## src/rtl/uart_pkg.sv

```systemverilog
`default_nettype none
// ============================================================================
// Module   : uart_pkg
// Purpose  : Shared UART definitions used by the transmitter and receiver:
//            frame state encodings and default character/oversample sizes.
// Contents : STATE_W, ST_IDLE..ST_STOP state codes,
//            OVERSAMPLE_DEF (clk ticks per bit per prescale unit),
//            DATA_WIDTH_DEF (bits per character).
// Revision : 1.0 - initial release
// ============================================================================
package uart_pkg;

    localparam int OVERSAMPLE_DEF = 8;
    localparam int DATA_WIDTH_DEF = 8;

    // Frame sequencer states. Binary-encoded so the receiver can share them.
    localparam int              STATE_W   = 3;
    localparam logic [STATE_W-1:0] ST_IDLE   = 3'd0;
    localparam logic [STATE_W-1:0] ST_START  = 3'd1;
    localparam logic [STATE_W-1:0] ST_DATA   = 3'd2;
    localparam logic [STATE_W-1:0] ST_PARITY = 3'd3;
    localparam logic [STATE_W-1:0] ST_STOP   = 3'd4;

endpackage
`default_nettype wire

```

## src/rtl/uart_baud_tick.sv

```systemverilog
`default_nettype none
// ============================================================================
// Module   : uart_baud_tick
// Purpose  : Bit-period timer. On i_load it captures the bit period
//            max(prescale,1)*OVERSAMPLE and counts it down; o_tick pulses for
//            the one cycle the count is zero, after which it reloads.
// Ports    : clk, rst        - clock, asynchronous active-high reset
//            i_load          - start a new bit period from i_prescale
//            i_prescale      - clk cycles per 1/OVERSAMPLE bit
//            o_tick          - last cycle of the current bit period
//            o_pre_tick      - second-to-last cycle of the current bit period
// Revision : 1.0 - initial release
// ============================================================================
module uart_baud_tick #(
    parameter int PRESCALE_W = 16,
    parameter int OVERSAMPLE = 8
) (
    input  logic                  clk,
    input  logic                  rst,
    input  logic                  i_load,
    input  logic [PRESCALE_W-1:0] i_prescale,
    output logic                  o_tick,
    output logic                  o_pre_tick
);

    // Wide enough for 65535*8-1 without overflow.
    localparam int CNT_W = PRESCALE_W + $clog2(OVERSAMPLE);

    logic [PRESCALE_W-1:0] w_psc;
    logic [CNT_W-1:0]      w_period_m1;
    logic [CNT_W-1:0]      r_count;
    logic [CNT_W-1:0]      r_reload;

    // A prescale of zero would give a zero-length bit; treat it as one.
    assign w_psc       = (i_prescale == '0) ? PRESCALE_W'(1) : i_prescale;
    assign w_period_m1 = (CNT_W'(w_psc) * CNT_W'(OVERSAMPLE)) - CNT_W'(1);

    always_ff @(posedge clk or posedge rst) begin
        if (rst) begin
            r_count  <= '0;
            r_reload <= '0;
        end else if (i_load) begin
            r_count  <= w_period_m1;
            r_reload <= w_period_m1;
        end else if (r_count == '0) begin
            r_count  <= r_reload;
        end else begin
            r_count  <= r_count - CNT_W'(1);
        end
    end

    assign o_tick     = (r_count == '0);
    assign o_pre_tick = (r_count == CNT_W'(1));

endmodule
`default_nettype wire

```

## src/rtl/uart_axis_tx.sv

```systemverilog
`default_nettype none
// ============================================================================
// Module   : uart_axis_tx
// Purpose  : AXI-stream byte sink that serialises each accepted byte onto txd
//            as an asynchronous UART frame (start, data LSB-first, [parity],
//            stop). Bit period = max(prescale,1)*OVERSAMPLE clk cycles.
// Ports    : clk, rst                 - clock, asynchronous active-high reset
//            s_axis_tdata/tvalid/tready - byte input stream
//            txd                      - serial output, idle high
//            busy                     - frame in progress
//            prescale                 - clk cycles per 1/OVERSAMPLE bit,
//                                       captured when a byte is accepted
// Config   : UART_TX_PARITY_EN - when defined, an even-parity bit is sent
//            between the data bits and the stop bit.
// Revision : 1.0 - initial release
// ============================================================================
module uart_axis_tx
    import uart_pkg::*;
#(
    parameter int DATA_WIDTH = DATA_WIDTH_DEF,
    parameter int PRESCALE_W = 16,
    parameter int OVERSAMPLE = OVERSAMPLE_DEF
) (
    input  logic                  clk,
    input  logic                  rst,
    input  logic [DATA_WIDTH-1:0] s_axis_tdata,
    input  logic                  s_axis_tvalid,
    output logic                  s_axis_tready,
    output logic                  txd,
    output logic                  busy,
    input  logic [PRESCALE_W-1:0] prescale
);

    localparam int                IDX_W    = (DATA_WIDTH > 1) ? $clog2(DATA_WIDTH) : 1;
    localparam logic [IDX_W-1:0]  LAST_IDX = IDX_W'(DATA_WIDTH - 1);

    logic [STATE_W-1:0]    r_state;
    logic [DATA_WIDTH-1:0] r_shift;
    logic [IDX_W-1:0]      r_bit_idx;
    logic                  r_txd;
    logic                  r_ready;
    logic                  r_busy;
`ifdef UART_TX_PARITY_EN
    logic                  r_parity;
`endif

    logic w_accept;
    logic w_tick;
    logic w_pre_tick;

    assign w_accept = s_axis_tvalid & r_ready;

    // The timer is restarted on every accepted byte, which also latches the
    // prescale value for the whole frame.
    uart_baud_tick #(
        .PRESCALE_W (PRESCALE_W),
        .OVERSAMPLE (OVERSAMPLE)
    ) u_baud_tick (
        .clk        (clk),
        .rst        (rst),
        .i_load     (w_accept),
        .i_prescale (prescale),
        .o_tick     (w_tick),
        .o_pre_tick (w_pre_tick)
    );

    always_ff @(posedge clk or posedge rst) begin
        if (rst) begin
            r_state   <= ST_IDLE;
            r_shift   <= '0;
            r_bit_idx <= '0;
            r_txd     <= 1'b1;
            r_ready   <= 1'b0;
            r_busy    <= 1'b0;
`ifdef UART_TX_PARITY_EN
            r_parity  <= 1'b0;
`endif
        end else begin
            case (r_state)
                ST_IDLE: begin
                    if (w_accept) begin
                        r_state   <= ST_START;
                        r_shift   <= s_axis_tdata;
                        r_bit_idx <= '0;
                        r_txd     <= 1'b0;
                        r_ready   <= 1'b0;
                        r_busy    <= 1'b1;
`ifdef UART_TX_PARITY_EN
                        r_parity  <= ^s_axis_tdata;
`endif
                    end else begin
                        // Also raises tready on the first edge after reset.
                        r_txd     <= 1'b1;
                        r_ready   <= 1'b1;
                        r_busy    <= 1'b0;
                    end
                end

                ST_START: begin
                    if (w_tick) begin
                        r_state <= ST_DATA;
                        r_txd   <= r_shift[0];
                        r_shift <= r_shift >> 1;
                    end
                end

                ST_DATA: begin
                    if (w_tick) begin
                        if (r_bit_idx == LAST_IDX) begin
`ifdef UART_TX_PARITY_EN
                            r_state <= ST_PARITY;
                            r_txd   <= r_parity;
`else
                            r_state <= ST_STOP;
                            r_txd   <= 1'b1;
`endif
                        end else begin
                            r_bit_idx <= r_bit_idx + IDX_W'(1);
                            r_txd     <= r_shift[0];
                            r_shift   <= r_shift >> 1;
                        end
                    end
                end

`ifdef UART_TX_PARITY_EN
                ST_PARITY: begin
                    if (w_tick) begin
                        r_state <= ST_STOP;
                        r_txd   <= 1'b1;
                    end
                end
`endif

                ST_STOP: begin
                    // tready is registered, so raise it one cycle early to
                    // have it high exactly in the final stop cycle.
                    if (w_pre_tick) begin
                        r_ready <= 1'b1;
                    end
                    if (w_tick) begin
                        if (w_accept) begin
                            // Chain straight into the next frame, no idle gap.
                            r_state   <= ST_START;
                            r_shift   <= s_axis_tdata;
                            r_bit_idx <= '0;
                            r_txd     <= 1'b0;
                            r_ready   <= 1'b0;
                            r_busy    <= 1'b1;
`ifdef UART_TX_PARITY_EN
                            r_parity  <= ^s_axis_tdata;
`endif
                        end else begin
                            r_state <= ST_IDLE;
                            r_txd   <= 1'b1;
                            r_ready <= 1'b1;
                            r_busy  <= 1'b0;
                        end
                    end
                end

                default: begin
                    r_state <= ST_IDLE;
                    r_txd   <= 1'b1;
                    r_ready <= 1'b0;
                    r_busy  <= 1'b0;
                end
            endcase
        end
    end

    assign s_axis_tready = r_ready;
    assign txd           = r_txd;
    assign busy          = r_busy;

endmodule
`default_nettype wire

```

## config.mk

```make
export PLATFORM = sky130hd
export DESIGN_NAME = uart_axis_tx
export DESIGN_NICKNAME = d
export VERILOG_FILES = /design/src/rtl/uart_pkg.sv /design/src/rtl/uart_baud_tick.sv /design/src/rtl/uart_axis_tx.sv
export SDC_FILE = /design/constraint.sdc
export NUM_CORES = 1
export LEC_CHECK = 0
export CAP_MARGIN = 20
export CORE_MARGIN = 10
export CORE_UTILIZATION = 30
export DETAILED_ROUTE_END_ITERATION = 16
export HOLD_SLACK_MARGIN = 0.03
export MAX_ROUTING_LAYER = met4
export PLACE_DENSITY = 0.48
export SLEW_MARGIN = 10
export SYNTH_ARGS = -nofsm -noshare
export SYNTH_HDL_FRONTEND = slang
export SYNTH_SLANG_ARGS = --single-unit
```

## constraint.sdc

```tcl
create_clock -name clk -period 4.7 [get_ports clk]
set_input_delay 0.705 -clock clk [delete_from_list [all_inputs] [get_ports clk]]
set_output_delay 0.705 -clock clk [all_outputs]
set_load 0.01 [all_outputs]
```

**Word-level counts from Yosys, hierarchy flattened**

Index checks and enable logic that the tools add are counted.

- $add $sub $neg: 3
- Equality and inequality tests: 12
- Mux-type cells: 33
- Bitwise operators: 2
- Reduce and logical (&&, ||, !) cells: 12

Operators by type and width:

| kind | number |
|---|---|
| $mux W8 | 5 |
| $mux W19 | 2 |
| $sub A19 B1 Y19 const B | 2 |
| $pmux W8 S4 | 1 |
| $mux W3 | 9 |
| $eq A19 B1 Y1 const B | 1 |
| $logic_not A19 Y1 | 1 |
| $logic_not A16 Y1 | 1 |
| $mux W16 | 1 |
| $pmux W3 S4 | 1 |
| $mux W1 | 10 |
| $reduce_and A5 Y1 | 2 |
| $pmux W3 S3 | 1 |
| $ne A2 B1 Y1 const B | 4 |
| $eq A3 B3 Y1 const B | 2 |
| $pmux W1 S3 | 2 |
| $ne A2 B2 Y1 const B | 2 |
| $pmux W1 S4 | 1 |
| $reduce_and A2 Y1 | 2 |
| $reduce_and A4 Y1 | 1 |
| $reduce_bool A4 Y1 | 1 |
| $add A3 B1 Y3 const B | 1 |
| $eq A3 B1 Y1 const B | 1 |
| $eq A3 B2 Y1 const B | 1 |
| other kinds (7) | 7 |

- Register bits: 55
- Input bits: 27
- Output and inout port bits: 3
- Logic and storage cells: 70

**Logic depth before layout (Yosys ltp)**

Gate-level depths: netlist of run 1.

- Word-level depth: 4
- Gate-level depth with buffers: 9
- Gate-level depth less buffers: 9

**Hierarchy**

Synthesis of run 1 repeated with hierarchy kept, for this count alone.

- Cell total of the unflattened synthesis: 320
- Area total of the unflattened synthesis: 3100.5 µm²

By module, submodules not included:

| module | instances | cells each | area each (µm²) | seq. area each (µm²) |
|---|---|---|---|---|
| uart_baud_tick | 1 | 237 | 2108.3 | 900.9 |
| uart_axis_tx | 1 | 83 | 992.2 | 426.7 |

**Worst setup path before layout of run 1**

Ideal clock, no wire load.

- Kind: in2reg
- Start point: input port prescale[6]
- End point: register u_baud_tick.r_reload[17]
- Setup time: 0.134 ns
- Arrival: 2.509 ns
- Data required time: 4.566 ns
- Path slack: 2.057 ns
- Stages: 9
- Buffers on the path: 0
- Cell sequence: or3_1 -> nor4_2 -> a41oi_1 -> ha_1 -> and2_1 -> nand3_1 -> or3_1 -> xor2_1 -> o21ai_0

- Cells in the longest elaborated chain, start to end: 3

RTL lines:

| element | RTL line | text |
|---|---|---|
| start: declaration | uart_axis_tx.sv:31 | `input logic [PRESCALE_W-1:0] prescale` |
| $logic_not A16 Y1 | uart_baud_tick.sv:35 | `assign w_psc = (i_prescale == '0) ? PRESCALE_W'(1) : i_prescale;` |
| $mux W16 (*) | uart_baud_tick.sv:35 |  |
| $sub A19 B1 Y19 (*) | uart_baud_tick.sv:36 | `assign w_period_m1 = (CNT_W'(w_psc) * CNT_W'(OVERSAMPLE)) - CNT_W'(1);` |
| end signal: assignment | uart_baud_tick.sv:44 | `r_reload <= w_period_m1;` |
| end: declaration | uart_baud_tick.sv:32 | `logic [CNT_W-1:0] r_reload;` |

Mark *: on every way between the ends. The rest lies on a longest branch, timed or not.
A chain may end at the register's enable or synchronous reset.

**Final worst setup path of run 1**

- Start point: input port prescale[5]
- End point: register u_baud_tick.r_reload[17]

Same word-level chain as after synthesis.

==> metrics.md, run 1 <==
| Metric | Value |
|---|---|
| Final global-route overflow total | 0 |
| Design area | 3643 um^2 |
| Worst-Margin Slew | 0.9879 ns |
| Critical path's most frequent cell | or3_1 |
| Max-slew headroom | 0.3414 |
| Synth async-reset ratio | 1.000 |
| DP Area | 3523 um^2 |
| Post-synth EDFFs | 0 |
| Ys flop type | dfrtp_1 |
| Syn Std Cell Area | 3107 um^2 |
| Num ports | 30 |
| Status | finished clean |
| Max Cap Viol | 0 |
| DR vias/cell | 4.884 |
| DRC viols | 0 |
| Crit path time final | 3.012 ns |
| Gpl congestion | 0.8238 |
| Worst Hold Path Cells | 1 |
| Antenna diodes | 0 |
| Largest net degree at the start of global routing | 58 |
| Synth top area share | 0.4188 |
| Post-synth top area cell | dfrtp_1 |
| Starting Density | 0.3050 |
| R2r setup slk | 1.82 ns |
| Clock transition at the registers of the reported paths | 0.10 ns |
| Highest metal used | met4 |
| Mean post-synth cell area | 9.472 um^2 |
| Final worst slack | 1.688 ns |
| HP Class | register to register |
| Final Skew | 0.009790 ns |
| CP peak stage delay | 0.45 ns |
| Netlist cell types | 60 |
| Synth Warn # | 0 |
| Levels on crit path | 10 |
| Peak supply drop | 0.1861 mV |
| Final Slew Violations | 0 |
| Leak Pwr | 0.001444 uW |
| Period utilization | 0.6409 |
| CP bufs+invs | 1 |
| Fmax | 332.0 MHz |
| Most common cell in the synthesized netlist | dfrtp_1 |
| Vias | 2,393 |
| Share of cells above drive strength 1 | 0.1130 |
| Hold_sp | u_baud_tick.r_reload[2] |
| CP top delay family | simple AND/OR/NAND/NOR gates |
| Met3 WL post-DR | 157 um |
| Worst skew pair latency | 0.31 ns |
| Cts bufs inserted | 5 |
| Clk buf depth | 2 |
| First-pass GRT wire length | 12,430 um |
| DR pass1 iterations | 4 |
| Hold_buf cts | 0 |
| Final hold violations | 0 |
| Hpwl dp | 5032 um |
| Slowest-stage cell, CP | clkdlybuf4s50_1 |
| Die X | 121.8 um |
| Vias in the first global route | 2,526 |
| Reg2reg path depth | 7 |
| Wirelength per Cell | 14.31 um |
| CP arrival | 3.19 ns |
| Area contributors post-synth | dfrtp_1 (42%), o21ai_0 (4.5%), nand2_1 (4.2%) |
| FILL cells | 1,068 |
| Initial antenna violation count | 0 |
| Fin util | 0.3577 |
| CTS tree | done |
| R2r startpoint | u_baud_tick.r_count[2] |
| Final setup violation count | 0 |
| List of most frequent post-synthesis cells | dfrtp_1 (52), nand2_1 (35), o21ai_0 (28), nor2_1 (27), a21oi_1 (15) |
| Syn Inst Count | 328 |
| Clock Sinks | 53 |
| Met2 WL | 3179 um |
| Seq/Total Area, Yosys | 0.4273 |
| Critical path class | input port to register |
| Syn nets | 360 |
| Number of buffers added for setup after CTS | 0 |
| Worst-path cell chain | clkdlybuf4s50_1 -> or3_1 -> nor4_2 -> a41oi_1 -> ha_1 -> and2_1 -> nand3_1 -> or3_1 -> xor2_1 -> o21ai_0 |
| FP Rows | 37 |
| Setup TNS Final | 0 ns |
| Worst setup EP type | register |
| Setup WS pre-CTS | 1.356 ns |
| Htree depth | 2 |
| Die Area | 14,830 um^2 |
| Met1 WL | 3578 um |
| Hold endpoint | u_baud_tick.r_reload[2] |
| Yosys reg bits | 53 |
| Area delta synth->final | 17.28% |
| Pwr dens | 445.0 nW/um^2 |
| CTS resizes | 0 |
| Clk root buf | clkbuf_8 |
| Antenna viol nets, final | 0 |
| PortBufs | 29 |
| Setup crit start kind | input port |
| Total GRT Usage | 0.1037 |
| Routed WL | 7014 um |
| Reg2Reg Capture Point | r_shift[1] |
| Core footprint | 10,180 um^2 |
| Die Ht | 121.8 um |
| CP required | 4.88 ns |
| Worst Path Max Fanout | 6 |
| RSZ-0062 raised after global routing | no |
| Nets | 385 |
| Drt first-iter violations | 105 |
==> state kept, by name, indices dropped and copies added, names as in the netlist <==
register              count
busy                      1
r_shift                   8
r_bit_idx                 3
u_baud_tick.r_reload     17
r_state                   3
txd                       1
s_axis_tready             1
u_baud_tick.r_count      19
==> kinds of logic (layout without fill, tap and decap cells) <==
kind of cell,count (synthesis),after routing,synth area share
AND/OR/NAND/NOR,124,124,0.2030
AO/OA/AOI/OAI,83,83,0.1784
flip-flops,53,53,0.4273
buffers and inverters,23,49,0.03343
multiplexers,20,20,0.08055
XOR/XNOR,19,19,0.05356
adder cells (fa/ha/maj),6,6,0.02376
==> placed cells by master, fill, tap and decap left out, types with 4 or more instances in the layout <==
cell,n
dfrtp_1,52
nand2_1,35
clkdlybuf4s50_1,29
o21ai_0,28
nor2_1,27
a21oi_1,15
nor3_1,13
xnor2_1,11
or3_1,9
xor2_1,8
o211ai_1,8
mux2_2,8
mux2_4,8
inv_1,7
nor4_1,6
or4_1,6
clkbuf_8,6
nor2b_1,5
nand2b_1,5
o21a_1,5
ha_1,5
nand3_1,4
mux2i_1,4
buf_4,4
==> where the power goes <==
group / leakage [uW] / internal (uW) / switching (uW)
Combinational: 0.000748 / 266 / 252
Clock: 0.0000574 / 173 / 152
Sequential: 0.000639 / 634 / 145
==> layout make-up <==
cell class / instances / area, um^2 / share of cell area
timing repair buffer: 33 / 320.3 / 0.08791
sequential: 53 / 1328 / 0.3644
tap: 136 / 170.2 / 0.04670
clock buffer: 6 / 82.58 / 0.02266
clock inverter: 2 / 37.54 / 0.01030
inverter: 8 / 30.03 / 0.008242
multi-input combinational: 252 / 1675 / 0.4598
==> worst max-delay path by stage <==
stage / endpoint / startpoint / slack [ns]
floorplan: u_baud_tick.r_reload[17] / prescale[6] / 2.06
detailed placement: u_baud_tick.r_reload[17] / prescale[5] / 1.36
global placement: u_baud_tick.r_reload[17] / prescale[5] / 1.43
global route: r_shift[3] / u_baud_tick.r_count[2] / 1.45
finish: u_baud_tick.r_reload[17] / prescale[5] / 1.69
CTS: u_baud_tick.r_reload[17] / prescale[5] / 1.70
==> per-stage QoR <==
step | power (uW) | cells | hold WS (ns)
finish | 1621 | 490 | 0.4732
global route | 1769 | 490 | 0.5163
CTS | 1644 | 490 | 0.4820
detailed placement | 1311 | 482 | 0.4553
global placement | 1301 | 482 | 0.4505
floorplan | 1145 | 328 | 0.4354
==> worst register-to-register path: stages, from the launching register on <==
cell and delay (ns):
dfrtp_1 0.44, nor4_1 0.63, nand4_1 0.54, nor2_1 0.23, buf_4 0.23, o21a_1 0.15
o21bai_4 0.21, mux2_4 0.34
==> metal layers <==
metal,track usage,vias to the layer above
met5,-,-
met2,0.1595,35
met4,0.02832,0
met1,0.1377,1126
met3,0.01711,7
li1,-,1225
Note: power is estimated with default switching activity, not from simulation.
==> inputs of run 2 (changes only) <==
==> constraint.sdc (replaced) <==
create_clock -name clk -period 2.8 [get_ports clk]
set_input_delay 0.42 -clock clk [delete_from_list [all_inputs] [get_ports clk]]
set_output_delay 0.42 -clock clk [all_outputs]
set_load 0.01 [all_outputs]
==> metrics.md, run 2 (synthesized netlist as in run 1, its figures left out) <==
| Metric | Value |
|---|---|
| Max-slew headroom | 0.6055 |
| Final hold violations | 0 |
| CTS resizes | 0 |
| Pwr dens | 737.5 nW/um^2 |
| Critical path class | register to register |
| Num ports | 30 |
| Critical path's most frequent cell | or4_4 |
| Die X | 121.8 um |
| CP required | 3.00 ns |
| Max Cap Viol | 0 |
| Worst-path cell chain | or4_4 -> or4_4 -> o21ai_2 -> nand2_2 -> o21bai_4 -> mux2_4 |
| CP arrival | 2.84 ns |
| Design area | 3734 um^2 |
| CP top delay family | simple AND/OR/NAND/NOR gates |
| FP Rows | 37 |
| Reg2Reg Capture Point | r_shift[7] |
| Drt first-iter violations | 131 |
| Largest regs | u_baud_tick.r_count: 19 flops, u_baud_tick.r_reload: 17 flops, r_shift: 8 flops |
| Cts bufs inserted | 5 |
| Period utilization | 0.9428 |
| CP bufs+invs | 0 |
| Final hold slack | 0.4759 ns |
| R2r setup slk | 0.16 ns |
| Vias | 2,470 |
| Antenna viol nets, final | 0 |
| Setup TNS Final | 0 ns |
| Final global-route overflow total | 0 |
| Core footprint | 10,180 um^2 |
| Worst Hold Path Cells | 1 |
| Antenna diodes | 0 |
| Number of flip-flops in the largest register | 19 |
| DR pass1 iterations | 5 |
| Commonest non-fill, non-tap cell in the layout | dfrtp_1 |
| Leak Pwr | 0.001502 uW |
| Final Skew | 0.007838 ns |
| Clk root buf | clkbuf_8 |
| Setup crit start kind | register |
| Share of cells above drive strength 1 | 0.1421 |
| Final worst slack | 0.1602 ns |
| Final Slew Violations | 0 |
| Hold endpoint | u_baud_tick.r_reload[2] |
| Die Area | 14,830 um^2 |
| Largest net degree at the start of global routing | 57 |
| RSZ-0062 raised after global routing | no |
| Worst-Margin Slew | 0.5909 ns |
| Setup WS pre-CTS | -0.03100 ns |
| CP peak stage delay | 0.57 ns |
| Crit path time final | 2.640 ns |
| CTS tree | done |
| Status | finished clean |
| Worst Path Max Fanout | 8 |
| Initial antenna violation count | 0 |
| Slowest-stage cell, CP | or4_4 |
| Clk buf depth | 2 |
| Worst setup EP type | register |
| Hpwl dp | 5320 um |
| Die Ht | 121.8 um |
| HP Class | register to register |
| Hold_buf cts | 0 |
| Routed WL | 7270 um |
| Reg2reg path depth | 6 |
| Clock transition at the registers of the reported paths | 0.10 ns |
| Htree depth | 2 |
| Vias in the first global route | 2,599 |
| Fmax | 378.8 MHz |
| R2r startpoint | u_baud_tick.r_count[13] |
| FILL cells | 1,057 |
| Commonest cells after routing, fill and taps aside | dfrtp_1 (52), nand2_1 (35), clkdlybuf4s50_1 (29) |
| Starting Density | 0.3050 |
| DP Area | 3613 um^2 |
| Largest Register | u_baud_tick.r_count |
| DRC viols | 0 |
| Clock Sinks | 53 |
| Number of buffers added for setup after CTS | 0 |
| Hold_sp | u_baud_tick.r_reload[2] |
| Nets | 397 |
| Final setup violation count | 0 |
| DR vias/cell | 4.920 |
| Gpl congestion | 0.8398 |
| Area delta synth->final | 20.18% |
| PortBufs | 29 |
| Worst skew pair latency | 0.31 ns |
| First-pass GRT wire length | 12,480 um |
| Peak supply drop | 0.2556 mV |
| Total GRT Usage | 0.1044 |
| Wirelength per Cell | 14.48 um |
==> run 2: power by group <==
group | switching (uW) | leakage, uW | internal, uW
combinational | 435 | 0.000806 | 459
clock | 259 | 0.0000574 | 291
sequential | 247 | 0.000639 | 1060
==> run 2: cell type report <==
class	instances	area (um^2)	share of cell area
repair buffers	45	410.4	0.1099
clock buffers	6	82.58	0.02212
well taps	136	170.2	0.04558
flip-flops and latches	53	1328	0.3556
multi-input cells	252	1675	0.4487
clock inverters	2	37.54	0.01005
inverters	8	30.03	0.008043
==> run 2: worst max path at each step <==
stage                            startpoint                       end  cells after the start
floorplan           u_baud_tick.r_count[13]                r_shift[0]                      7
global placement                prescale[6]  u_baud_tick.r_reload[17]                     10
detailed placement              prescale[6]  u_baud_tick.r_reload[17]                     10
CTS                 u_baud_tick.r_count[13]                r_shift[7]                      6
global route        u_baud_tick.r_count[13]                r_shift[7]                      6
finish              u_baud_tick.r_count[13]                r_shift[7]                      6
==> run 2: per-stage QoR <==
step           power (uW)  std cells  utilization
2_1_floorplan        1923        328            -
3_3_place_gp         2196        494       0.3548
3_5_place_dp         2222        494       0.3548
4_1_cts              2781        502       0.3666
5_1_grt              2982        502       0.3666
6_report             2754        502       0.3666
==> run 2: per-layer routing <==
metal,share of wire,vias to the layer above,GRT usage
met5,0,-,-
met4,0.012,0,0.02906
met3,0.023,7,0.01804
met2,0.47,40,0.1682
met1,0.50,1169,0.1317
li1,-,1254,-
